## src/rtl/gate_unit_pkg.sv

```systemverilog
// Shared constants for the debounced gate unit.
//   - Mode encodings selecting the reduction applied to the debounced switches.
//   - Edge counter width and saturation value.
package gate_unit_pkg;

  localparam logic [2:0] MODE_OR   = 3'd0;
  localparam logic [2:0] MODE_AND  = 3'd1;
  localparam logic [2:0] MODE_XOR  = 3'd2;
  localparam logic [2:0] MODE_NOR  = 3'd3;
  localparam logic [2:0] MODE_NAND = 3'd4;
  localparam logic [2:0] MODE_XNOR = 3'd5;

  localparam int unsigned EDGE_CNT_W = 8;
  localparam logic [EDGE_CNT_W-1:0] EDGE_CNT_MAX = 8'd255;

endpackage

```

## src/rtl/sw_debounce.sv

```systemverilog
// One-bit switch conditioner: 2-flop synchroniser followed by a stability
// counter. The stable output only follows the synchronised input once it has
// differed from stable for DB_CYCLES consecutive cycles.
// Ports:
//   clk      - clock
//   rst_n    - synchronous active-low reset, clears all state
//   sw_i     - raw asynchronous switch input
//   stable_o - debounced value (registered)
module sw_debounce #(
  parameter int unsigned DB_CYCLES = 4
) (
  input  logic clk,
  input  logic rst_n,
  input  logic sw_i,
  output logic stable_o
);

  localparam int unsigned CntW = $clog2(DB_CYCLES) + 1;
  localparam logic [CntW-1:0] CntLast = CntW'(DB_CYCLES - 1);

  logic            sync1_q, sync2_q;
  logic            stable_q, stable_d;
  logic [CntW-1:0] cnt_q, cnt_d;

  always_comb begin
    stable_d = stable_q;
    cnt_d    = '0;
    if (sync2_q != stable_q) begin
      if (cnt_q == CntLast) begin
        // Held long enough: accept the new value and restart counting.
        stable_d = sync2_q;
        cnt_d    = '0;
      end else begin
        cnt_d = cnt_q + CntW'(1);
      end
    end
  end

  always_ff @(posedge clk) begin
    if (!rst_n) begin
      sync1_q  <= 1'b0;
      sync2_q  <= 1'b0;
      stable_q <= 1'b0;
      cnt_q    <= '0;
    end else begin
      sync1_q  <= sw_i;
      sync2_q  <= sync1_q;
      stable_q <= stable_d;
      cnt_q    <= cnt_d;
    end
  end

  assign stable_o = stable_q;

endmodule

```

## src/rtl/debounced_gate_unit.sv

```systemverilog
// Debounced gate unit: each switch is synchronised and debounced, then a
// Mode-selected reduction (OR/AND/XOR/NOR/NAND/XNOR, else 0) over all
// debounced bits drives a registered LED.
// Optional feature macro: GATE_COUNT_EN enables a saturating counter of LED
// rising edges on Edge_Count; without it Edge_Count is tied to zero.
// Ports:
//   clk        - clock
//   rst_n      - synchronous active-low reset
//   Sw         - raw switch inputs (N_SW bits)
//   Mode       - gate function select (not debounced)
//   LED        - registered gate result
//   Sw_LED     - debounced switch vector
//   Edge_Count - LED rising-edge count (saturating) or 0
module debounced_gate_unit
  import gate_unit_pkg::*;
#(
  parameter int unsigned N_SW      = 2,
  parameter int unsigned DB_CYCLES = 4
) (
  input  logic                  clk,
  input  logic                  rst_n,
  input  logic [N_SW-1:0]       Sw,
  input  logic [2:0]            Mode,
  output logic                  LED,
  output logic [N_SW-1:0]       Sw_LED,
  output logic [EDGE_CNT_W-1:0] Edge_Count
);

  logic [N_SW-1:0] stable;
  logic            led_q, led_d;

  for (genvar i = 0; i < N_SW; i++) begin : g_db
    sw_debounce #(
      .DB_CYCLES(DB_CYCLES)
    ) u_sw_debounce (
      .clk     (clk),
      .rst_n   (rst_n),
      .sw_i    (Sw[i]),
      .stable_o(stable[i])
    );
  end

  // Debounced values are already registered inside each debouncer.
  assign Sw_LED = stable;

  always_comb begin
    led_d = 1'b0;
    case (Mode)
      MODE_OR:   led_d = |stable;
      MODE_AND:  led_d = &stable;
      MODE_XOR:  led_d = ^stable;
      MODE_NOR:  led_d = ~|stable;
      MODE_NAND: led_d = ~&stable;
      MODE_XNOR: led_d = ~^stable;
      default:   led_d = 1'b0;
    endcase
  end

  always_ff @(posedge clk) begin
    if (!rst_n) begin
      led_q <= 1'b0;
    end else begin
      led_q <= led_d;
    end
  end

  assign LED = led_q;

`ifdef GATE_COUNT_EN
  logic [EDGE_CNT_W-1:0] edge_cnt_q;

  // Counts on the same edge the LED register goes 0->1.
  always_ff @(posedge clk) begin
    if (!rst_n) begin
      edge_cnt_q <= '0;
    end else if (led_d && !led_q && (edge_cnt_q != EDGE_CNT_MAX)) begin
      edge_cnt_q <= edge_cnt_q + EDGE_CNT_W'(1);
    end
  end

  assign Edge_Count = edge_cnt_q;
`else
  assign Edge_Count = '0;
`endif

endmodule

```

## config.mk

```make
export PLATFORM = sky130hd
export DESIGN_NAME = debounced_gate_unit
export DESIGN_NICKNAME = d
export VERILOG_FILES = /design/src/rtl/gate_unit_pkg.sv /design/src/rtl/sw_debounce.sv /design/src/rtl/debounced_gate_unit.sv
export SDC_FILE = /design/constraint.sdc
export NUM_CORES = 1
export LEC_CHECK = 0
export CAP_MARGIN = 20
export CORE_MARGIN = 2
export CORE_UTILIZATION = 40
export CTS_CLUSTER_SIZE = 16
export DETAILED_ROUTE_END_ITERATION = 12
export GPL_ROUTABILITY_DRIVEN = 0
export GPL_TIMING_DRIVEN = 0
export PLACE_DENSITY = 0.72
export SETUP_SLACK_MARGIN = 0.15
export SYNTH_ARGS = -nofsm -noshare
export SYNTH_HDL_FRONTEND = slang
export SYNTH_SLANG_ARGS = --single-unit
```

## constraint.sdc

```tcl
create_clock -name clk -period 1.5 [get_ports clk]
set_clock_uncertainty 0.2 [all_clocks]
set_input_delay 0.225 -clock clk [delete_from_list [all_inputs] [get_ports clk]]
set_output_delay 0.225 -clock clk [all_outputs]
set_load 0.02 [all_outputs]
```

# Word-level counts from Yosys, hierarchy flattened
# Index checks and enable logic that the tools add are counted.
[word_totals] reg_bits=13 in_bits=7 out_inout_bits=11
[op_classes] addsub=2 n_eq_ne=9 mux=1 bitwise_logic=3 n_reduce_logical=11
[op_table] cell="equality test 3 x 2 -> 1 bit, second input constant" count=4
[op_table] cell="adder 3 x 1 -> 3 bit, second input constant" count=2
[op_table] cell="equality test 3 bit, second input constant" count=2
[op_table] cell="one-hot mux 1 bit (6 select lines)" count=1
[op_table] cell="AND reduction 2 bit" count=3
[op_table] cell="OR reduction 3 bit" count=2
[op_table] cell="equality test 3 x 1 -> 1 bit, second input constant" count=1
[op_table] cell="logical NOT 3 bit" count=1
[op_table] cell="inverter 1 bit" count=3
[op_table] cell="logical NOT 1 bit" count=2
[op_table] cell="inequality test 1 bit" count=2
[op_table] cell="OR reduction 2 bit" count=1
[op_table] cell="XNOR reduction 2 bit" count=1
[op_table] cell="parity 2 bit" count=1

# Longest topological paths before layout
[logic_depth] word_depth=3 depth_mapped=5 depth_no_buf=5

# Cells and area by module
# From an unflattened synthesis, not the netlist that was laid out.
[unflattened] cells_unflattened=57 hier_area_um2=618.1
[modules_own_cells] module="sw_debounce" n_inst=2 cells_per_inst=17 area_each_um2=216.5
[modules_own_cells] module="debounced_gate_unit" n_inst=1 cells_per_inst=23 area_each_um2=185.2

# Worst setup path after synthesis
# No wires, ideal clock.
[synth_path] path_type="register -> register" from="reg g_db[0].u_sw_debounce.stable_q" to="reg led_q, in the netlist LED" setup_time_ns=0.059 arrival_ns=1.220 required_ns=1.241 slack_ns=0.021 path_stages_with_launch=6 synth_period_minus_slack_ns=1.479 path_cell_list="dfxtp_1 -> inv_1 -> ha_1 -> nor2b_1 -> a2111oi_1 -> o31a_1"
[synth_via] elab_chain_cells=3 word_cells_on_any_way=7 classes_between="mux: 1; reduce/logical: 6"
[synth_rtl] element="start: declaration" line_no="sw_debounce.sv:22" rtl="logic stable_q, stable_d;"
[synth_rtl] element="start signal: assignment" line_no="sw_debounce.sv:48" rtl="stable_q <= stable_d;"
[synth_rtl] element="AND reduction 2 bit or OR reduction 2 bit (tied branches)"
[synth_rtl] element="logical NOT 1 bit, on equally long branches" line_no="debounced_gate_unit.sv:53, debounced_gate_unit.sv:52"
[synth_rtl] element="one-hot mux 1 bit (6 select lines) *" line_no="debounced_gate_unit.sv:48" rtl="case (Mode)"
[synth_rtl] element="end signal: assignment" line_no="debounced_gate_unit.sv:63" rtl="led_q <= led_d;"
[synth_rtl] element="end: declaration" line_no="debounced_gate_unit.sv:30" rtl="logic led_q, led_d;"
# Mark *: on every way between the ends. The rest lies on a longest branch, timed or not.
# A chain may end at the register's enable or synchronous reset.

# Final worst setup path
[layout_path] from="in Mode[0]" to="reg led_q, in the netlist LED"
[layout_via] elab_chain_cells=2 word_cells_on_any_way=7 classes_between="eq/ne: 5; mux: 1; reduce/logical: 1"
[layout_rtl] element="start: declaration" line_no="debounced_gate_unit.sv:23" rtl="input logic [2:0] Mode,"
[layout_rtl] element="equality test 3 bit (tied with other cells)" line_no="debounced_gate_unit.sv:48"
[layout_rtl] element="one-hot mux 1 bit (6 select lines) *" line_no="debounced_gate_unit.sv:48"
# Marks and branches as above.

==> results.sh <==
export IMPL_post_route_util_pct=58.7
export IMPL_tritoncts="built"
export IMPL_dr_pass1_iters=1
export IMPL_grt_pass1_wl_um=1500
export IMPL_crit_buf_inv=1
export IMPL_drv_cap=0
export IMPL_ys_ff_latch=13
export IMPL_cts_sinks=13
export IMPL_cp_endpoint="LED"
export IMPL_cts_root_buf="clkbuf_4"
export IMPL_synth_yosys_seq_area_share_pct=42.5
export IMPL_dpl_cell_area_um2=751
export IMPL_powerDensity_mw_per_mm2=738
export IMPL_setup_viol=0
export IMPL_yosys_warnings=0
export IMPL_arrival_ns=1.41
export IMPL_grt_start_max_net_pins=10
export IMPL_path_cells="clkdlybuf4s50_1, mux2i_1, nor3_1, o31a_1"
export IMPL_vias=441
export IMPL_endpoint_kind="register"
export IMPL_ant_nets=0
export IMPL_p_leak_nw=0.388
export IMPL_worstPathMaxFanout=5
export IMPL_synthesis_area_um2=612
export IMPL_hp_class="reg2reg"
export IMPL_cp_top_family="buffers and inverters"
export IMPL_diodes=0
export IMPL_min_path_cells=1
export IMPL_muxShareOfSynthArea_pct=4.91
export IMPL_rsz0062_at_grt="yes"
export IMPL_htreeDepth=1
export IMPL_route_detailed_drc=0
export IMPL_synth_top_family_by_area="buffers and inverters"
export IMPL_whs_ns=0.199
export IMPL_design_die_area_mm2=0.00186
export IMPL_final_layout_size_suffix_gt1_share_pct=36.4
export IMPL_final_area_um2=863
export IMPL_worst_setup_path_type="in2reg"
export IMPL_cp_num_cells=4
export IMPL_r2r_start="g_db[0].u_sw_debounce.stable_o"
export IMPL_finalPower_mw=0.637
export IMPL_ff2ff_path_depth=5
export IMPL_cpPeakStageDelay_ns=0.59
export IMPL_start_util_pct=41.6
export IMPL_rows=14
export IMPL_fin_crit_ns=1.45
export IMPL_grt_pass1_vias=403
export IMPL_hpwl_um=632
export IMPL_start_kind="input port"
export IMPL_peakVddDrop_uv=358
export IMPL_area_delta_synth_final_pct=41.1
export IMPL_required_ns=1.46
export IMPL_period_share_pct=96.7
export IMPL_cts_path_max_buffers=2
export IMPL_top_level_ports=18
export IMPL_dpl_cell_count=95
export IMPL_r2r_slack_ns=0.05
export IMPL_path_clk_slew_ns=0.07
export IMPL_cts_made_buffers=3
export IMPL_fmaxAchievable_ghz=0.689
export IMPL_slew_violations=0
export IMPL_postSynthCellCount=63
export IMPL_startpoint="Mode[0]"
export IMPL_synth_fa_ha_area_share_pct=12.3
export IMPL_avgSynthCellArea_um2=9.71
export IMPL_reg2reg_to="LED"
export IMPL_drt_iter0_drc=0
export IMPL_synthSimpleGateAreaFrac_pct=14.7
export IMPL_fin_nets=102
export IMPL_vias_per_cell=4.24
export IMPL_clock_latency_ns=0.26
export IMPL_coreArea_mm2=0.00147
export IMPL_die_y_um=43.1
export IMPL_layout_cells_non_filler=104
export IMPL_overflow=0
export IMPL_gr_usage_all_layers_pct=10.6
export IMPL_routedWlPerCell_um=8.38
export IMPL_yosysUniqueCellTypes=16
export IMPL_antenna_found_initial=0
export IMPL_status="complete, no violations"
export IMPL_synth_xor_area_share_pct=2.86
export IMPL_routed_wl_um=871
export IMPL_die_x_um=43.1
export IMPL_portBuffers=9
export IMPL_hold_viol_final=0
export IMPL_synth_compound_area_share_pct=4.91
export IMPL_crit_slowest_cell="clkdlybuf4s50_1"
cell families after synthesis:
| family | Yosys count |
|---|---|
| mux | 3 |
| xor+xnor | 2 |
| buf+inv | 18 |
| simple gates | 17 |
| other cells | 1 |
| compound gates | 3 |
| fa+ha+maj | 6 |
| flops | 13 |
how the worst min path moves through the flow:
| stage | slack, ns | start | end |
|---|---|---|---|
| final | 0.20 | g_db[1].u_sw_debounce.cnt_q[0] | g_db[1].u_sw_debounce.cnt_q[0] |
| after CTS | 0.23 | g_db[1].u_sw_debounce.cnt_q[0] | g_db[1].u_sw_debounce.cnt_q[0] |
| after global routing | 0.22 | g_db[1].u_sw_debounce.cnt_q[0] | g_db[1].u_sw_debounce.cnt_q[0] |
| after global placement | 0.21 | g_db[0].u_sw_debounce.cnt_q[0] | g_db[0].u_sw_debounce.cnt_q[0] |
| after floorplan | 0.15 | rst_n | g_db[0].u_sw_debounce.sync1_q |
| after detailed placement | 0.22 | g_db[1].u_sw_debounce.cnt_q[0] | g_db[1].u_sw_debounce.cnt_q[0] |
sequential cells by signal (all words and copies together), names as in the netlist:
register / cells
LED: 1
g_db.u_sw_debounce.stable_o: 2
g_db.u_sw_debounce.sync2_q: 2
g_db.u_sw_debounce.sync1_q: 2
g_db.u_sw_debounce.cnt_q: 6
Yosys cell counts:
cell type  count  area, µm²
buf_4         10       75.1
a2111oi_1      1       10.0
nor2b_1        3       18.8
mux2i_1        3       30.0
inv_1          8       30.0
nand3b_1       2       15.0
o31a_1         1       8.76
conb_1         1       3.75
nor2_1         6       22.5
o2111a_1       1       11.3
dfxtp_1       13        260
ha_1           6       75.1
xor2_1         2       17.5
and2_1         4       25.0
nor3_1         1       5.00
nand2_1        1       3.75
repair_timing:
action / 4_1_cts / 5_1_grt
gates cloned: 0 / 0
endpoints found under the setup margin: 4 / 7
pin swaps: 3 / 5
endpoints found under the hold margin: 0 / 0
resized for setup: 15 / 12
setup buffers: 3 / 2
hold buffers: 0 / 0
per-layer routing:
layer | vias up | part of all wire [%] | global-route usage, %
met5 | - | 0 | 0
met4 | 0 | 0 | 5.45
met3 | 0 | 5.9 | 1.28
met2 | 14 | 54 | 19.1
met1 | 193 | 40 | 12.0
li1 | 234 | - | -
metrics by stage:
stage	TNS [ns]	worst slack (ns)
4_1_cts	0	0.0179
3_5_place_dp	-0.179	-0.179
5_1_grt	0	0.0160
6_report	0	0.0494
2_1_floorplan	0	0.0782
3_3_place_gp	-0.130	-0.130
where the power goes:
part	internal [mW]	leakage [nW]	switching (mW)
registers	0.350	0.108	0.00303
logic	0.0399	0.265	0.0374
clock network	0.103	0.0150	0.104
area by class of cell:
cell class / instances / area, µm²
sequential: 13 / 269
timing repair buffer: 14 / 128
buffer: 10 / 75.1
fill: 137 / 608
tap: 16 / 20.0
clock buffer: 4 / 26.3
inverter: 8 / 35.0
multi-input combinational: 39 / 310
placed cells by master (no fill, tap or decap), drive strengths merged:
cell	count
clkdlybuf4s50	6
a2111oi	1
xor2	2
ha	6
dfxtp	13
o2111a	1
clkdlybuf4s15	1
nor2	6
buf	16
nor3	1
nand3b	2
nor2b	3
and2	4
inv	8
conb	8
mux2i	3
o31a	1
nand2	1
clkbuf	5
No activity file was read; power rests on OpenSTA's default activity.
